<file path="config.mk">
export PLATFORM = sky130hd
export DESIGN_NAME = sdram_fifo_port_flat
export DESIGN_NICKNAME = d
export VERILOG_FILES = /design/src/rtl/sdram_fifo_port_if.sv /design/src/rtl/sdram_fifo_port.sv /design/src/flat_wrapper.sv
export SDC_FILE = /design/constraint.sdc
export NUM_CORES = 1
export LEC_CHECK = 0
export ABC_AREA = 1
export CORE_UTILIZATION = 55
export CTS_BUF_LIST = sky130_fd_sc_hd__clkbuf_8
export DETAILED_ROUTE_END_ITERATION = 8
export PLACE_DENSITY = 0.73
export RECOVER_POWER = 100
export REMOVE_ABC_BUFFERS = 1
export SYNTH_ARGS = -nofsm -noshare
export SYNTH_HDL_FRONTEND = slang
export SYNTH_SLANG_ARGS = --single-unit
export TNS_END_PERCENT = 50
</file>
<file path="constraint.sdc">
create_clock -name sclk -period 3.8 [get_ports sclk]
set_input_delay 0.76 -clock sclk [delete_from_list [all_inputs] [get_ports sclk]]
set_output_delay 0.76 -clock sclk [all_outputs]
set_load 0.05 [all_outputs]
</file>
<file path="src/rtl/sdram_fifo_port_if.sv">
// Signal bundle between the user/controller side and the SDRAM FIFO port.
// The slave modport is the port block itself; master drives its inputs.
interface sdram_fifo_port_if #(
    parameter int DATA_W = 16
);
    logic              usr_wr_en;
    logic [DATA_W-1:0] usr_wr_data;
    logic              usr_wr_full;
    logic              usr_rd_req;
    logic              usr_rd_en;
    logic [DATA_W-1:0] usr_rd_data;
    logic              usr_rd_valid;
    logic              usr_rd_empty;
    logic              wr_trig;
    logic              rd_trig;
    logic              wfifo_rd_en;
    logic [DATA_W-1:0] wfifo_rd_data;
    logic              wfifo_deepth_eight;
    logic              rfifo_wr_en;
    logic [DATA_W-1:0] rfifo_wr_data;
    logic              rfifo_full;
    logic              err_ovf;
    logic              err_udf;

    modport slave (
        input  usr_wr_en, usr_wr_data, usr_rd_req, usr_rd_en,
        input  wfifo_rd_en, rfifo_wr_en, rfifo_wr_data,
        output usr_wr_full, usr_rd_data, usr_rd_valid, usr_rd_empty,
        output wr_trig, rd_trig, wfifo_rd_data, wfifo_deepth_eight,
        output rfifo_full, err_ovf, err_udf
    );

    modport master (
        output usr_wr_en, usr_wr_data, usr_rd_req, usr_rd_en,
        output wfifo_rd_en, rfifo_wr_en, rfifo_wr_data,
        input  usr_wr_full, usr_rd_data, usr_rd_valid, usr_rd_empty,
        input  wr_trig, rd_trig, wfifo_rd_data, wfifo_deepth_eight,
        input  rfifo_full, err_ovf, err_udf
    );
endinterface

</file>
<file path="src/rtl/sdram_fifo_port.sv">
// User-side write/read FIFOs in front of an SDRAM controller, with burst
// trigger FSMs that request a controller burst whenever a burst can proceed.
module sdram_fifo_port #(
    parameter int DATA_W = 16,
    parameter int DEPTH  = 16,
    parameter int BURST  = 4
) (
    input  logic                sclk,
    input  logic                s_rst,
    sdram_fifo_port_if.slave    bus
);
    localparam int AW = $clog2(DEPTH);
    localparam int CW = AW + 1;
    localparam int BW = $clog2(BURST) + 1;

    typedef enum logic {W_IDLE, W_BUSY} wstate_e;
    typedef enum logic {R_IDLE, R_BUSY} rstate_e;

    logic [DATA_W-1:0] wmem_q [DEPTH];
    logic [DATA_W-1:0] rmem_q [DEPTH];

    logic [AW-1:0]     wwp_q, wwp_d, wrp_q, wrp_d;
    logic [AW-1:0]     rwp_q, rwp_d, rrp_q, rrp_d;
    logic [CW-1:0]     wcnt_q, wcnt_d, rcnt_q, rcnt_d;
    logic [3:0]        pending_q, pending_d;
    logic [BW-1:0]     wbeat_q, rbeat_q;
    wstate_e           wstate_q;
    rstate_e           rstate_q;
    logic [DATA_W-1:0] wfifo_rd_data_q, usr_rd_data_q;
    logic              usr_rd_valid_q, wr_trig_q, rd_trig_q;
    logic              err_ovf_q, err_udf_q;

    logic              w_push_s, w_pop_s, r_push_s, r_pop_s;
    logic              w_full_s, w_empty_s, r_full_s, r_empty_s;
    logic              rfifo_full_s, rd_issue_s;

    assign w_full_s     = (wcnt_q == CW'(DEPTH));
    assign w_empty_s    = (wcnt_q == {CW{1'b0}});
    assign r_full_s     = (rcnt_q == CW'(DEPTH));
    assign r_empty_s    = (rcnt_q == {CW{1'b0}});
    assign rfifo_full_s = (rcnt_q > CW'(DEPTH - BURST));

    assign w_push_s = bus.usr_wr_en   && !w_full_s;
    assign w_pop_s  = bus.wfifo_rd_en && !w_empty_s;
    assign r_push_s = bus.rfifo_wr_en && !r_full_s;
    assign r_pop_s  = bus.usr_rd_en   && !r_empty_s;

    // Issue only from idle so at most one read burst is outstanding at the controller
    assign rd_issue_s = (rstate_q == R_IDLE) && (pending_q != 4'd0) && !rfifo_full_s;

    assign bus.usr_wr_full        = w_full_s;
    assign bus.wfifo_deepth_eight = (32'(wcnt_q) >= 32'd8);
    assign bus.usr_rd_empty       = r_empty_s;
    assign bus.rfifo_full         = rfifo_full_s;
    assign bus.wfifo_rd_data      = wfifo_rd_data_q;
    assign bus.usr_rd_data        = usr_rd_data_q;
    assign bus.usr_rd_valid       = usr_rd_valid_q;
    assign bus.wr_trig            = wr_trig_q;
    assign bus.rd_trig            = rd_trig_q;
    assign bus.err_ovf            = err_ovf_q;
    assign bus.err_udf            = err_udf_q;

    // Next-state pointers, occupancy counts and pending-request count
    always_comb begin
        wwp_d = w_push_s ? wwp_q + AW'(1) : wwp_q;
        wrp_d = w_pop_s  ? wrp_q + AW'(1) : wrp_q;
        rwp_d = r_push_s ? rwp_q + AW'(1) : rwp_q;
        rrp_d = r_pop_s  ? rrp_q + AW'(1) : rrp_q;
        case ({w_push_s, w_pop_s})
            2'b10:   wcnt_d = wcnt_q + CW'(1);
            2'b01:   wcnt_d = wcnt_q - CW'(1);
            default: wcnt_d = wcnt_q;
        endcase
        case ({r_push_s, r_pop_s})
            2'b10:   rcnt_d = rcnt_q + CW'(1);
            2'b01:   rcnt_d = rcnt_q - CW'(1);
            default: rcnt_d = rcnt_q;
        endcase
        // A request arriving on the issue cycle cancels the decrement
        case ({rd_issue_s, bus.usr_rd_req})
            2'b10:   pending_d = pending_q - 4'd1;
            2'b01:   pending_d = (pending_q == 4'd15) ? pending_q : pending_q + 4'd1;
            default: pending_d = pending_q;
        endcase
    end

    // Storage arrays; contents are don't-care after reset, so no reset here
    always_ff @(posedge sclk) begin
        if (w_push_s) wmem_q[wwp_q] <= bus.usr_wr_data;
        if (r_push_s) rmem_q[rwp_q] <= bus.rfifo_wr_data;
    end

    // Pointer/count state, popped-word registers and sticky error flags
    always_ff @(posedge sclk or posedge s_rst) begin
        if (s_rst) begin
            wwp_q           <= '0;
            wrp_q           <= '0;
            rwp_q           <= '0;
            rrp_q           <= '0;
            wcnt_q          <= '0;
            rcnt_q          <= '0;
            pending_q       <= 4'd0;
            wfifo_rd_data_q <= '0;
            usr_rd_data_q   <= '0;
            usr_rd_valid_q  <= 1'b0;
            err_ovf_q       <= 1'b0;
            err_udf_q       <= 1'b0;
        end else begin
            wwp_q          <= wwp_d;
            wrp_q          <= wrp_d;
            rwp_q          <= rwp_d;
            rrp_q          <= rrp_d;
            wcnt_q         <= wcnt_d;
            rcnt_q         <= rcnt_d;
            pending_q      <= pending_d;
            usr_rd_valid_q <= r_pop_s;
            if (w_pop_s) wfifo_rd_data_q <= wmem_q[wrp_q];
            if (r_pop_s) usr_rd_data_q   <= rmem_q[rrp_q];
            err_ovf_q <= err_ovf_q | (bus.usr_wr_en && w_full_s)
                                   | (bus.rfifo_wr_en && r_full_s);
            err_udf_q <= err_udf_q | (bus.wfifo_rd_en && w_empty_s)
                                   | (bus.usr_rd_en && r_empty_s);
        end
    end

    // Write-burst FSM: one wr_trig per BURST words, then wait for BURST pops
    always_ff @(posedge sclk or posedge s_rst) begin
        if (s_rst) begin
            wstate_q  <= W_IDLE;
            wbeat_q   <= '0;
            wr_trig_q <= 1'b0;
        end else begin
            case (wstate_q)
                W_IDLE: begin
                    if (wcnt_q >= CW'(BURST)) begin
                        wr_trig_q <= 1'b1;
                        wbeat_q   <= '0;
                        wstate_q  <= W_BUSY;
                    end else begin
                        wr_trig_q <= 1'b0;
                    end
                end
                W_BUSY: begin
                    wr_trig_q <= 1'b0;
                    if (bus.wfifo_rd_en) begin
                        if (wbeat_q == BW'(BURST - 1)) begin
                            wbeat_q  <= '0;
                            wstate_q <= W_IDLE;
                        end else begin
                            wbeat_q <= wbeat_q + BW'(1);
                        end
                    end
                end
                default: begin
                    wr_trig_q <= 1'b0;
                    wstate_q  <= W_IDLE;
                end
            endcase
        end
    end

    // Read-burst FSM: issue a pending request, then wait for BURST pushes
    always_ff @(posedge sclk or posedge s_rst) begin
        if (s_rst) begin
            rstate_q  <= R_IDLE;
            rbeat_q   <= '0;
            rd_trig_q <= 1'b0;
        end else begin
            case (rstate_q)
                R_IDLE: begin
                    if (rd_issue_s) begin
                        rd_trig_q <= 1'b1;
                        rbeat_q   <= '0;
                        rstate_q  <= R_BUSY;
                    end else begin
                        rd_trig_q <= 1'b0;
                    end
                end
                R_BUSY: begin
                    rd_trig_q <= 1'b0;
                    if (bus.rfifo_wr_en) begin
                        if (rbeat_q == BW'(BURST - 1)) begin
                            rbeat_q  <= '0;
                            rstate_q <= R_IDLE;
                        end else begin
                            rbeat_q <= rbeat_q + BW'(1);
                        end
                    end
                end
                default: begin
                    rd_trig_q <= 1'b0;
                    rstate_q  <= R_IDLE;
                end
            endcase
        end
    end
endmodule

</file>
<file path="src/flat_wrapper.sv">
// flat-port wrapper written by rule: the top's interface ports become plain ports
module sdram_fifo_port_flat 
#(
    parameter int DATA_W = 16,
    parameter int DEPTH  = 16,
    parameter int BURST  = 4
)
  (sclk, s_rst, bus_usr_wr_en, bus_usr_wr_data, bus_usr_rd_req, bus_usr_rd_en, bus_wfifo_rd_en, bus_rfifo_wr_en, bus_rfifo_wr_data, bus_usr_wr_full, bus_usr_rd_data, bus_usr_rd_valid, bus_usr_rd_empty, bus_wr_trig, bus_rd_trig, bus_wfifo_rd_data, bus_wfifo_deepth_eight, bus_rfifo_full, bus_err_ovf, bus_err_udf);
  sdram_fifo_port_if #(.DATA_W(DATA_W)) bus_i ();
  input  logic sclk;
  input  logic s_rst;
  input wire logic [$bits(bus_i.usr_wr_en)-1:0] bus_usr_wr_en;
  input wire logic [$bits(bus_i.usr_wr_data)-1:0] bus_usr_wr_data;
  input wire logic [$bits(bus_i.usr_rd_req)-1:0] bus_usr_rd_req;
  input wire logic [$bits(bus_i.usr_rd_en)-1:0] bus_usr_rd_en;
  input wire logic [$bits(bus_i.wfifo_rd_en)-1:0] bus_wfifo_rd_en;
  input wire logic [$bits(bus_i.rfifo_wr_en)-1:0] bus_rfifo_wr_en;
  input wire logic [$bits(bus_i.rfifo_wr_data)-1:0] bus_rfifo_wr_data;
  output wire logic [$bits(bus_i.usr_wr_full)-1:0] bus_usr_wr_full;
  output wire logic [$bits(bus_i.usr_rd_data)-1:0] bus_usr_rd_data;
  output wire logic [$bits(bus_i.usr_rd_valid)-1:0] bus_usr_rd_valid;
  output wire logic [$bits(bus_i.usr_rd_empty)-1:0] bus_usr_rd_empty;
  output wire logic [$bits(bus_i.wr_trig)-1:0] bus_wr_trig;
  output wire logic [$bits(bus_i.rd_trig)-1:0] bus_rd_trig;
  output wire logic [$bits(bus_i.wfifo_rd_data)-1:0] bus_wfifo_rd_data;
  output wire logic [$bits(bus_i.wfifo_deepth_eight)-1:0] bus_wfifo_deepth_eight;
  output wire logic [$bits(bus_i.rfifo_full)-1:0] bus_rfifo_full;
  output wire logic [$bits(bus_i.err_ovf)-1:0] bus_err_ovf;
  output wire logic [$bits(bus_i.err_udf)-1:0] bus_err_udf;
  assign bus_i.usr_wr_en = bus_usr_wr_en;
  assign bus_i.usr_wr_data = bus_usr_wr_data;
  assign bus_i.usr_rd_req = bus_usr_rd_req;
  assign bus_i.usr_rd_en = bus_usr_rd_en;
  assign bus_i.wfifo_rd_en = bus_wfifo_rd_en;
  assign bus_i.rfifo_wr_en = bus_rfifo_wr_en;
  assign bus_i.rfifo_wr_data = bus_rfifo_wr_data;
  assign bus_usr_wr_full = bus_i.usr_wr_full;
  assign bus_usr_rd_data = bus_i.usr_rd_data;
  assign bus_usr_rd_valid = bus_i.usr_rd_valid;
  assign bus_usr_rd_empty = bus_i.usr_rd_empty;
  assign bus_wr_trig = bus_i.wr_trig;
  assign bus_rd_trig = bus_i.rd_trig;
  assign bus_wfifo_rd_data = bus_i.wfifo_rd_data;
  assign bus_wfifo_deepth_eight = bus_i.wfifo_deepth_eight;
  assign bus_rfifo_full = bus_i.rfifo_full;
  assign bus_err_ovf = bus_i.err_ovf;
  assign bus_err_udf = bus_i.err_udf;
  sdram_fifo_port #(.DATA_W(DATA_W), .DEPTH(DEPTH), .BURST(BURST)) u_core (.sclk(sclk), .s_rst(s_rst), .bus(bus_i));
endmodule
</file>
==> results of run 1 <==
## final timing paths
| check | slack, ns | endpoint | start | depth (start not counted) |
|---|---|---|---|---|
| worst min-delay path | 0.47 | u_core.bus.wfifo_rd_data[9] | u_core.bus.wfifo_rd_data[9] | 2 |
| max in group asynchronous | 1.95 | u_core.bus.usr_rd_data[3] | s_rst | 3 |
| worst max-delay path | 0.50 | u_core.bus.wfifo_rd_data[15] | u_core.wrp_q[0] | 8 |
| worst max register to register | 0.50 | u_core.bus.wfifo_rd_data[15] | u_core.wrp_q[0] | 8 |
| worst min register to register | 0.47 | u_core.bus.wfifo_rd_data[9] | u_core.bus.wfifo_rd_data[9] | 2 |
| min in group asynchronous | 0.74 | u_core.bus.err_ovf | s_rst | 2 |
## flip-flops by register name, indices dropped and copies added, names as in the netlist, 3 cells and up
register,flops
u_core.rbeat_q,3
u_core.pending_q,4
u_core.wcnt_q,5
u_core.rwp_q,4
u_core.bus.wfifo_rd_data,16
u_core.wrp_q,4
u_core.rcnt_q,5
u_core.bus.usr_rd_data,16
u_core.rmem_q,256
u_core.wmem_q,256
u_core.wbeat_q,3
u_core.wwp_q,4
u_core.rrp_q,4
## cell usage after synthesis (2+ instances only)
| master | count |
|---|---|
| sky130_fd_sc_hd__edfxtp_1 | 512 |
| sky130_fd_sc_hd__nand2_1 | 465 |
| sky130_fd_sc_hd__nor2_1 | 432 |
| sky130_fd_sc_hd__nand3_1 | 212 |
| sky130_fd_sc_hd__o21ai_0 | 188 |
| sky130_fd_sc_hd__dfrtp_1 | 75 |
| sky130_fd_sc_hd__buf_2 | 52 |
| sky130_fd_sc_hd__inv_1 | 49 |
| sky130_fd_sc_hd__clkbuf_1 | 27 |
| sky130_fd_sc_hd__buf_1 | 21 |
| sky130_fd_sc_hd__ha_1 | 20 |
| sky130_fd_sc_hd__xor2_1 | 19 |
| sky130_fd_sc_hd__o21ai_1 | 18 |
| sky130_fd_sc_hd__nand4_1 | 8 |
| sky130_fd_sc_hd__a21oi_1 | 7 |
| sky130_fd_sc_hd__buf_4 | 6 |
| sky130_fd_sc_hd__buf_6 | 4 |
| sky130_fd_sc_hd__inv_2 | 4 |
| sky130_fd_sc_hd__nor3_1 | 3 |
| sky130_fd_sc_hd__xnor2_1 | 3 |
| sky130_fd_sc_hd__clkinv_1 | 2 |
| sky130_fd_sc_hd__nand2_2 | 2 |
| sky130_fd_sc_hd__or2_2 | 2 |
## cell families (layout without fill, tap and decap cells)
family                     Yosys count  after routing  synth area share [%]
and+or+nand+nor                   1126           1126                  18.8
DFF                                587            587                  71.6
AOI/OAI and AO/OA                  219            219                  4.61
buffers and inverters              166            339                  3.08
xor gates and xnor gates            22             22                 0.800
adders and majority gates           21             21                  1.12
## placed cells by master (no fill, tap or decap), types with 2 or more instances in the layout
cell type	instances
sky130_fd_sc_hd__edfxtp_1	512
sky130_fd_sc_hd__nand2_1	467
sky130_fd_sc_hd__nor2_1	426
sky130_fd_sc_hd__nand3_1	212
sky130_fd_sc_hd__o21ai_0	188
sky130_fd_sc_hd__clkbuf_8	97
sky130_fd_sc_hd__inv_1	87
sky130_fd_sc_hd__dlygate4sd3_1	74
sky130_fd_sc_hd__dfrtp_1	71
sky130_fd_sc_hd__clkbuf_1	21
sky130_fd_sc_hd__ha_1	20
sky130_fd_sc_hd__xor2_1	19
sky130_fd_sc_hd__o21ai_1	18
sky130_fd_sc_hd__clkinv_1	15
sky130_fd_sc_hd__buf_4	11
sky130_fd_sc_hd__nand4_1	8
sky130_fd_sc_hd__clkinv_2	8
sky130_fd_sc_hd__a21oi_1	7
sky130_fd_sc_hd__nor2_2	7
sky130_fd_sc_hd__clkinvlp_4	6
sky130_fd_sc_hd__bufinv_16	6
sky130_fd_sc_hd__clkdlybuf4s50_1	5
sky130_fd_sc_hd__nor3_1	3
sky130_fd_sc_hd__xnor2_1	3
sky130_fd_sc_hd__buf_12	3
sky130_fd_sc_hd__or2_2	2
sky130_fd_sc_hd__clkbuf_2	2
sky130_fd_sc_hd__dfrtp_4	2
sky130_fd_sc_hd__dfrtp_2	2
## critical path: cells and delay by family (launching register included)
family | cells | cell delay [ns]
AO/OA/AOI/OAI | 1 | 0.52
buffers and inverters | 2 | 1.15
flip-flops | 1 | 0.80
AND/OR/NAND/NOR | 5 | 0.64
## power by group through the flow
stage | clock (mW) | combinational (mW) | sequential [mW]
after floorplan | 0 | 4.10 | 9.63
after global placement | 0 | 7.68 | 8.63
after detailed placement | 0 | 7.84 | 8.66
after CTS | 5.29 | 7.88 | 8.54
after global routing | 5.55 | 8.55 | 8.62
final | 5.21 | 7.74 | 8.54
## metrics by stage
stage,util (%),cell area [um^2],cells,total power [mW]
after floorplan,-,23600,2030,13.7
after global routing,62.9,27100,2899,22.7
final,62.9,27100,2899,21.5
after CTS,63.2,27300,2899,21.7
after detailed placement,59.1,25500,2731,16.5
after global placement,59.1,25500,2731,16.3
## metal layers
metal	up-vias	GRT usage, %	part of all wire [%]
met5	-	0	0
met4	0	13.3	4.6
met3	142	4.35	6.2
met2	657	45.0	50
met1	7743	32.9	39
li1	7547	-	-
## cell type report
| type | instances | area, um^2 | share of cell area [%] |
|---|---|---|---|
| clock buffer | 97 | 1340 | 4.92 |
| clock inverter | 71 | 462 | 1.70 |
| inverter | 55 | 210 | 0.775 |
| multi-input combinational | 1388 | 6120 | 22.5 |
| sequential | 587 | 17300 | 63.6 |
| tap | 585 | 732 | 2.70 |
| timing repair buffer | 116 | 1020 | 3.77 |
==> reports/summary.json, run 1 <==
{
  "status": "complete, but fails checks",
  "violations": "capacitance limit, slew limit",
  "via_count": 16089,
  "crit_path_frequent_cell": "sky130_fd_sc_hd__nand2_1",
  "die_w_um": 211,
  "final-hold-violation-count": 0,
  "num_antenna_cells": 0,
  "floorplan.initialDensity_pct": 55.8,
  "timing.max_slew.rel_slack_pct": -9.93,
  "period_needed_ns": 3.30,
  "detailed_place_hpwl_um": 35100,
  "postLayoutSetupSlackWorst_ns": 0.497,
  "power_frac_seq_pct": 39.7,
  "synth_enable_flop_cells": 512,
  "first_global_vias": 15889,
  "detailed_route_wire_length_per_cell_um": 19.9,
  "cts_made_buffers": 92,
  "netlist.top_cell.by_area": "sky130_fd_sc_hd__edfxtp_1",
  "worst_pin_slew_ns": 1.64,
  "switching_share_pct": 39.5,
  "power.share.clock_pct": 24.2,
  "detailedRoute.firstPassIterationCount": 6,
  "gp_routability_congestion": 0.874,
  "cts.clk_slew.worst_paths_ns": 0.06,
  "switching_power_mw": 8.50,
  "cts_resized": 0,
  "die_area_mm2": 0.0447,
  "ys_dominant_reg_cell": "sky130_fd_sc_hd__edfxtp_1",
  "fillCellCount": 3429,
  "clock_sinks": 587,
  "die_h_um": 211,
  "grt_setup_unrepaired": "false",
  "viasPerCell": 5.55,
  "synth.yosys.warnings": 0,
  "grt_max_degree": 130,
  "final.setup.tns_ns": 0,
  "yosys.area.top_type_share_pct": 63.8,
  "tritoncts": "built",
  "power.leakage_nw": 10.3,
  "cp-end-kind": "flip-flop",
  "io_buffers": 79,
  "crit_arrival_ns": 3.85,
  "ios": 80,
  "first_pass_grt_wire_length_um": 88700,
  "drcViolationCount": 0,
  "drt-initial-drc-count": 1735,
  "grt_overflow": 0,
  "max-vdd-ir-drop_v": 0.000677,
  "clkLatencyLatePin_ns": 0.67,
  "syn_to_final_growth_pct": 12.6,
  "path_class": "reg2reg",
  "worstPathCellList": "clkinvlp_2 -> clkbuf_2 -> o21ai_0 -> nand3_1 -> nand3_1 -> nand2_1 -> nand2_1 -> nand2_1",
  "post_synth_instance_area_mm2": 0.0241,
  "skew_ns": 0.0191,
  "maxClockFrequency_mhz": 303,
  "comb_power_share_pct": 36.0,
  "min-delay-path-class": "reg2reg",
  "final_layout_size_suffix_gt1_share_pct": 6.48,
  "critPathLaunchType": "flip-flop",
  "clock_tree.root_cell": "sky130_fd_sc_hd__clkbuf_8",
  "cts_htree_levels": 3,
  "post_cts_buffers": 0,
  "drt-total-wl_um": 57700,
  "timing.hold.ws_ns": 0.468,
  "maxCapViolCount": 5,
  "cts_max_path_buffers": 3,
  "cell_internal_pwr_mw": 13.0,
  "part_of_the_cycle_the_worst_path_needs_pct": 86.9,
  "ys_seq_area_share_pct": 71.6,
  "synth.top_cells.by_area": "sky130_fd_sc_hd__edfxtp_1, sky130_fd_sc_hd__dfrtp_1, sky130_fd_sc_hd__nand2_1",
  "groute.usage.overall_pct": 26.5,
  "grt_antenna_before_repair": 0,
  "synth_async_sr_flop_share_pct": 12.8,
  "crit_required_ns": 4.35,
  "timing.critical_path.fanout_max": 88,
  "cts_hold_buf": 0,
  "power_density_mw_per_mm2": 792,
  "dp_slack_ns": 0.741,
  "crit_slowest_cell": "sky130_fd_sc_hd__clkbuf_2",
  "ant_nets": 0,
  "design.final.nets": 2300,
  "core_mm2": 0.0432,
  "cpPeakStageDelay_ns": 0.89,
  "std_cell_rows": 76,
  "synth.lib_cells_used.distinct": 33,
  "avgSynthCellArea_um2": 11.3,
  "final-max-slew-violation-count": 157,
  "synth.ff_latch_count": 587,
  "netlist_instances": 2141,
  "setup_viol": 0
}
Note: power is estimated with default switching activity, not from simulation.
==> inputs of run 2 (changes only) <==
CORE_MARGIN = 2   (was unset)
==> reports/summary.json, run 2 (synthesized netlist as in run 1, its figures left out) <==
{
  "crit_start": "u_core.rcnt_q[0]",
  "reg.largest.list": "u_core.rmem_q x256, u_core.wmem_q x256",
  "skew": {"value": 0.0384, "unit": "ns", "change": "+0.0193 ns"},
  "min-delay-path-class": "reg2reg",
  "std_cell_rows": {"value": 76, "change": "unchanged"},
  "layout_common_cells": "sky130_fd_sc_hd__edfxtp_1, sky130_fd_sc_hd__nand2_1, sky130_fd_sc_hd__nor2_1",
  "layoutNonFillerInstCount": {"value": 2895, "change": "-0.14%"},
  "detailed_place_hpwl": {"value": 35200, "unit": "um", "change": "+0.43%"},
  "critPathLaunchType": "flip-flop",
  "cts.clk_slew.worst_paths": {"value": 0.06, "unit": "ns", "change": "about the same"},
  "path_class": "reg2out",
  "crit_arrival": {"value": 2.50, "unit": "ns", "change": "-1.35 ns"},
  "drcViolationCount": {"value": 0, "change": "unchanged"},
  "status": "complete, but fails checks",
  "layout_commonest_cell": "sky130_fd_sc_hd__edfxtp_1",
  "viasPerCell": {"value": 5.57, "change": "+0.29%"},
  "io_buffers": {"value": 79, "change": "unchanged"},
  "max-vdd-ir-drop": {"value": 0.000638, "unit": "V", "change": "-5.9%"},
  "final-hold-violation-count": {"value": 0, "change": "unchanged"},
  "detailed_route_wire_length_per_cell": {"value": 20.1, "unit": "um", "change": "+0.81%"},
  "ant_nets": {"value": 0, "change": "unchanged"},
  "drt-total-wl": {"value": 58100, "unit": "um", "change": "+0.67%"},
  "hp-start": "u_core.bus.usr_rd_data[5]",
  "part_of_the_cycle_the_worst_path_needs": {"value": 85.7, "unit": "%", "change": "-1.2 points"},
  "floorplan.initialDensity": {"value": 55.8, "unit": "%", "change": "unchanged"},
  "maxClockFrequency": {"value": 307, "unit": "MHz", "change": "+1.4%"},
  "dpl.cell_count": {"value": 2721, "change": "-0.37%"},
  "clock_tree.root_cell": "sky130_fd_sc_hd__clkbuf_8",
  "design.final.nets": {"value": 2292, "change": "-0.35%"},
  "die_area": {"value": 0.0455, "unit": "mm^2", "change": "+1.9%"},
  "tritoncts": "built",
  "setup_viol": {"value": 0, "change": "unchanged"},
  "core": {"value": 0.0432, "unit": "mm^2", "change": "unchanged"},
  "grt_setup_unrepaired": "false",
  "ios": {"value": 80, "change": "unchanged"},
  "total_power": {"value": 21.4, "unit": "mW", "change": "-0.32%"},
  "post_route_cell_area": {"value": 0.0271, "unit": "mm^2", "change": "-0.25%"},
  "timing.critical_path.fanout_max": {"value": 4, "change": "-95%"},
  "groute.usage.overall": {"value": 25.9, "unit": "%", "change": "-0.50 points"},
  "grt_max_degree": {"value": 112, "change": "-14%"},
  "final_layout_size_suffix_gt1_share": {"value": 6.80, "unit": "%", "change": "+0.31 points"},
  "num_antenna_cells": {"value": 0, "change": "unchanged"},
  "die_h": {"value": 213, "unit": "um", "change": "+0.95%"},
  "cts_made_buffers": {"value": 94, "change": "+2.2%"},
  "clkLatencyLatePin": {"value": 0.69, "unit": "ns", "change": "+0.02 ns"},
  "cts_hold_buf": {"value": 0, "change": "unchanged"},
  "cts_max_path_buffers": {"value": 3, "change": "unchanged"},
  "via_count": {"value": 16113, "change": "+0.15%"},
  "timing.max_slew.rel_slack": {"value": -15.5, "unit": "%", "change": "-5.5 points"},
  "grt_antenna_before_repair": {"value": 0, "change": "unchanged"},
  "die_w": {"value": 213, "unit": "um", "change": "+0.95%"},
  "power_density": {"value": 791, "unit": "mW/mm^2", "change": "about the same"},
  "crit-reg2reg-launch": "u_core.wrp_q[0]",
  "cts_htree_levels": {"value": 3, "change": "unchanged"},
  "grt_overflow": {"value": 0, "change": "unchanged"},
  "fillCellCount": {"value": 3453, "change": "+0.70%"},
  "crit_required": {"value": 3.04, "unit": "ns", "change": "-1.31 ns"},
  "violations": "capacitance limit, slew limit",
  "detailedRoute.firstPassIterationCount": {"value": 6, "change": "unchanged"},
  "clock_sinks": {"value": 587, "change": "unchanged"},
  "first_pass_grt_wire_length": {"value": 88500, "unit": "um", "change": "-0.14%"},
  "maxCapViolCount": {"value": 7, "change": "+2"},
  "syn_to_final_growth_pct": 12.3,
  "power.leakage": {"value": 10.3, "unit": "nW", "change": "-0.13%"},
  "first_global_vias": {"value": 15781, "change": "-0.68%"},
  "post_cts_buffers": {"value": 0, "change": "unchanged"},
  "gp_routability_congestion": {"value": 0.889, "change": "+1.7%"},
  "post_dp_cell_area": {"value": 0.0254, "unit": "mm^2", "change": "-0.34%"},
  "final-max-slew-violation-count": {"value": 149, "change": "-5.1%"},
  "cts_resized": {"value": 0, "change": "unchanged"},
  "worst_pin_slew": {"value": 1.73, "unit": "ns", "change": "+0.0827 ns"},
  "period_needed": {"value": 3.26, "unit": "ns", "change": "-0.0452 ns"},
  "cp-end-kind": "output pin",
  "drt-initial-drc-count": {"value": 1638, "change": "-5.6%"}
}
==> run 2: path summary, 6_finish.rpt <==
kind / slack [ns] / depth (start not counted) / to
setup reg to reg: 0.55 / 9 / u_core.bus.wfifo_rd_data[3]
hold / removal: 0.47 / 2 / u_core.bus.usr_rd_data[5]
hold reg to reg: 0.47 / 2 / u_core.bus.usr_rd_data[5]
max in group asynchronous: 2.01 / 3 / u_core.bus.wfifo_rd_data[15]
min in group asynchronous: 0.76 / 2 / u_core.bus.err_udf
setup / recovery: 0.54 / 4 / bus_usr_rd_empty
==> run 2: per-stage QoR <==
stage / hold WS [ns] / setup TNS (ns) / setup WS, ns / utilization, %
after floorplan: 0.449 / -18.48 / -0.561 / -
after global placement: 0.461 / 0 / 0.804 / 58.9
after detailed placement: 0.464 / 0 / 0.716 / 58.9
after CTS: 0.481 / 0 / 0.548 / 63.0
after global routing: 0.489 / 0 / 0.330 / 62.7
final: 0.470 / 0 / 0.543 / 62.7
==> run 2: metal layers <==
layer  GRT usage, %  up-vias  share of wire, %
met3           4.21      156               6.7
met4           14.3        0               5.0
met1           32.0     7739                39
li1               -     7535                 -
met5              0        -                 0
met2           44.0      683                49
==> run 2: final cells by class <==
cell class	count	area (um^2)	area share, %
multi-input cells	1388	6120	22.6
flip-flops and latches	587	17300	63.8
repair buffers	106	955	3.53
inverters	55	210	0.777
clock inverters	68	332	1.22
clock buffers	106	1460	5.39
well taps	585	732	2.70
==> run 2: power breakdown <==
group	switching [mW]	leakage, nW	total, mW	internal [mW]
logic	5.50	3.71	7.69	2.19
clock network	2.48	1.05	5.11	2.63
registers	0.608	5.53	8.62	8.02
==> run 2: worst max-delay path: stages (launching register included) <==
cell	delay (ns)
sky130_fd_sc_hd__dfrtp_1	0.42
sky130_fd_sc_hd__nor2_1	0.26
sky130_fd_sc_hd__nand4_1	0.19
sky130_fd_sc_hd__inv_1	0.10
sky130_fd_sc_hd__dlygate4sd3_1	0.87
==> inputs of run 3 (changes only) <==
SLEW_MARGIN = 20   (was unset)
==> reports/summary.json, run 3 (synthesized netlist as in run 1, its figures left out) <==
{
  "switching_power": {"value": 8.58, "unit": "mW", "change": "about the same"},
  "clock_sinks": {"value": 587, "change": "unchanged"},
  "power_density": {"value": 791, "unit": "mW/mm^2", "change": "about the same"},
  "final.setup.tns": {"value": 0, "unit": "ns", "change": "unchanged"},
  "reg.largest.list": "u_core.rmem_q x256, u_core.wmem_q x256",
  "cts.clk_slew.worst_paths": {"value": 0.06, "unit": "ns", "change": "about the same"},
  "via_count": {"value": 16061, "change": "-0.32%"},
  "layout_common_cells": "sky130_fd_sc_hd__edfxtp_1, sky130_fd_sc_hd__nand2_1, sky130_fd_sc_hd__nor2_1",
  "die_w": {"value": 213, "unit": "um", "change": "unchanged"},
  "post_cts_buffers": {"value": 0, "change": "unchanged"},
  "period_needed": {"value": 3.26, "unit": "ns", "change": "+0.000775 ns"},
  "cts_hold_buf": {"value": 0, "change": "unchanged"},
  "postLayoutSetupSlackWorst": {"value": 0.542, "unit": "ns", "change": "-0.000775 ns"},
  "cell_internal_pwr": {"value": 12.8, "unit": "mW", "change": "about the same"},
  "std_cell_rows": {"value": 76, "change": "unchanged"},
  "core": {"value": 0.0432, "unit": "mm^2", "change": "unchanged"},
  "cts_max_path_buffers": {"value": 3, "change": "unchanged"},
  "crit_arrival": {"value": 2.50, "unit": "ns", "change": "about the same"},
  "maxCapViolCount": {"value": 7, "change": "unchanged"},
  "num_antenna_cells": {"value": 0, "change": "unchanged"},
  "final_layout_size_suffix_gt1_share": {"value": 6.93, "unit": "%", "change": "+0.13 points"},
  "ant_nets": {"value": 0, "change": "unchanged"},
  "design.final.nets": {"value": 2292, "change": "unchanged"},
  "timing.critical_path.fanout_max": {"value": 4, "change": "unchanged"},
  "max-vdd-ir-drop": {"value": 0.000639, "unit": "V", "change": "+0.31%"},
  "crit-reg2reg-launch": "u_core.wrp_q[0]",
  "detailed_place_hpwl": {"value": 35200, "unit": "um", "change": "unchanged"},
  "switching_share": {"value": 40.1, "unit": "%", "change": "about the same"},
  "hp-start": "u_core.bus.usr_rd_data[5]",
  "worst_pin_slew": {"value": 1.71, "unit": "ns", "change": "-0.0186 ns"},
  "first_pass_grt_wire_length": {"value": 88500, "unit": "um", "change": "unchanged"},
  "cts_resized": {"value": 0, "change": "unchanged"},
  "setup_viol": {"value": 0, "change": "unchanged"},
  "timing.max_slew.rel_slack": {"value": -14.2, "unit": "%", "change": "+1.2 points"},
  "grt_setup_unrepaired": "false",
  "final-max-slew-violation-count": {"value": 166, "change": "+11%"},
  "floorplan.initialDensity": {"value": 55.8, "unit": "%", "change": "unchanged"},
  "detailedRoute.firstPassIterationCount": {"value": 6, "change": "unchanged"},
  "viasPerCell": {"value": 5.55, "change": "-0.32%"},
  "multiInputGateArea": {"value": 0.00612, "unit": "mm^2", "change": "unchanged"},
  "ios": {"value": 80, "change": "unchanged"},
  "power_frac_seq": {"value": 40.3, "unit": "%", "change": "about the same"},
  "comb_power_share": {"value": 35.8, "unit": "%", "change": "about the same"},
  "crit_start": "u_core.rcnt_q[0]",
  "groute.usage.overall": {"value": 25.9, "unit": "%", "change": "unchanged"},
  "cts_htree_levels": {"value": 3, "change": "unchanged"},
  "first_global_vias": {"value": 15781, "change": "unchanged"},
  "gp_routability_congestion": {"value": 0.889, "change": "unchanged"},
  "drt-initial-drc-count": {"value": 1614, "change": "-1.5%"},
  "path_class": "reg2out",
  "status": "complete, but fails checks",
  "skew": {"value": 0.0380, "unit": "ns", "change": "-0.000378 ns"},
  "clkLatencyLatePin": {"value": 0.69, "unit": "ns", "change": "about the same"},
  "grt_overflow": {"value": 0, "change": "unchanged"},
  "layout_commonest_cell": "sky130_fd_sc_hd__edfxtp_1",
  "io_buffers": {"value": 79, "change": "unchanged"},
  "grt_max_degree": {"value": 112, "change": "unchanged"},
  "die_h": {"value": 213, "unit": "um", "change": "unchanged"},
  "grt_antenna_before_repair": {"value": 0, "change": "unchanged"},
  "maxClockFrequency": {"value": 307, "unit": "MHz", "change": "about the same"},
  "part_of_the_cycle_the_worst_path_needs": {"value": 85.7, "unit": "%", "change": "about the same"},
  "syn_to_final_growth": {"value": 12.3, "unit": "%", "change": "unchanged"},
  "cts_made_buffers": {"value": 94, "change": "unchanged"},
  "dp_slack": {"value": 0.716, "unit": "ns", "change": "unchanged"},
  "final-seq-area": {"value": 0.0173, "unit": "mm^2", "change": "unchanged"},
  "power.leakage": {"value": 10.3, "unit": "nW", "change": "about the same"},
  "cp-end-kind": "output pin",
  "drcViolationCount": {"value": 0, "change": "unchanged"},
  "clock_tree.root_cell": "sky130_fd_sc_hd__clkbuf_8",
  "drt-total-wl": {"value": 58000, "unit": "um", "change": "-0.24%"},
  "tritoncts": "built",
  "detailed_route_wire_length_per_cell": {"value": 20.0, "unit": "um", "change": "-0.24%"},
  "power.share.clock": {"value": 23.9, "unit": "%", "change": "about the same"},
  "critPathLaunchType": "flip-flop",
  "min-delay-path-class": "reg2reg",
  "fillCellCount": {"value": 3453, "change": "unchanged"},
  "die_area": {"value": 0.0455, "unit": "mm^2", "change": "unchanged"},
  "violations": "capacitance limit, slew limit",
  "crit_required": {"value": 3.04, "unit": "ns", "change": "about the same"},
  "final-hold-violation-count": {"value": 0, "change": "unchanged"}
}
## run 3: cell counts in the layout (fill, tap and decap cells not counted)
Identical to the previous run, type by type.
## run 3: cell type report
cell class | instances | area share, %
clock buffer | 106 | 5.39
clock inverter | 68 | 1.22
inverter | 55 | 0.777
multi-input combinational | 1388 | 22.6
sequential | 587 | 63.8
tap | 585 | 2.70
timing repair buffer | 106 | 3.53
## run 3: path summary, 6_finish.rpt
kind / endpoint / slack [ns] / cells after the start
min in group asynchronous: u_core.bus.err_udf / 0.76 / 2
max: bus_usr_rd_empty / 0.54 / 4
min reg2reg: u_core.bus.usr_rd_data[5] / 0.47 / 2
max in group asynchronous: u_core.bus.wfifo_rd_data[15] / 2.02 / 3
max reg2reg: u_core.bus.wfifo_rd_data[3] / 0.56 / 9
min: u_core.bus.usr_rd_data[5] / 0.47 / 2
## run 3: worst max-delay path, stage by stage (launching register included)
cell and delay, ns:
sky130_fd_sc_hd__dfrtp_1 0.42, sky130_fd_sc_hd__nor2_1 0.26, sky130_fd_sc_hd__nand4_1 0.19, sky130_fd_sc_hd__inv_1 0.10, sky130_fd_sc_hd__dlygate4sd3_1 0.87
## run 3: per-layer routing
layer / vias to the layer above / GRT usage (%) / share of wire (%)
met1: 7652 / 32.0 / 39
met3: 144 / 4.21 / 7.2
li1: 7538 / - / -
met2: 727 / 44.0 / 49
met4: 0 / 14.3 / 4.8
met5: - / 0 / 0
## run 3: stage by stage
step / total power, mW / hold WS (ns) / utilization [%] / area, um^2 / cells
after floorplan: 13.7 / 0.449 / - / 23600 / 2030
after global placement: 16.3 / 0.461 / 58.9 / 25400 / 2721
after detailed placement: 16.5 / 0.464 / 58.9 / 25400 / 2721
after CTS: 21.6 / 0.481 / 63.0 / 27200 / 2895
after global routing: 22.7 / 0.489 / 62.7 / 27100 / 2895
final: 21.4 / 0.469 / 62.7 / 27100 / 2895
## run 3: power by group through the flow
stage | clock (mW) | combinational [mW] | sequential, mW
finish | 5.12 | 7.68 | 8.62
global route | 5.47 | 8.49 | 8.72
CTS | 5.20 | 7.81 | 8.61
detailed placement | 0 | 7.77 | 8.73
global placement | 0 | 7.62 | 8.70
floorplan | 0 | 4.10 | 9.63
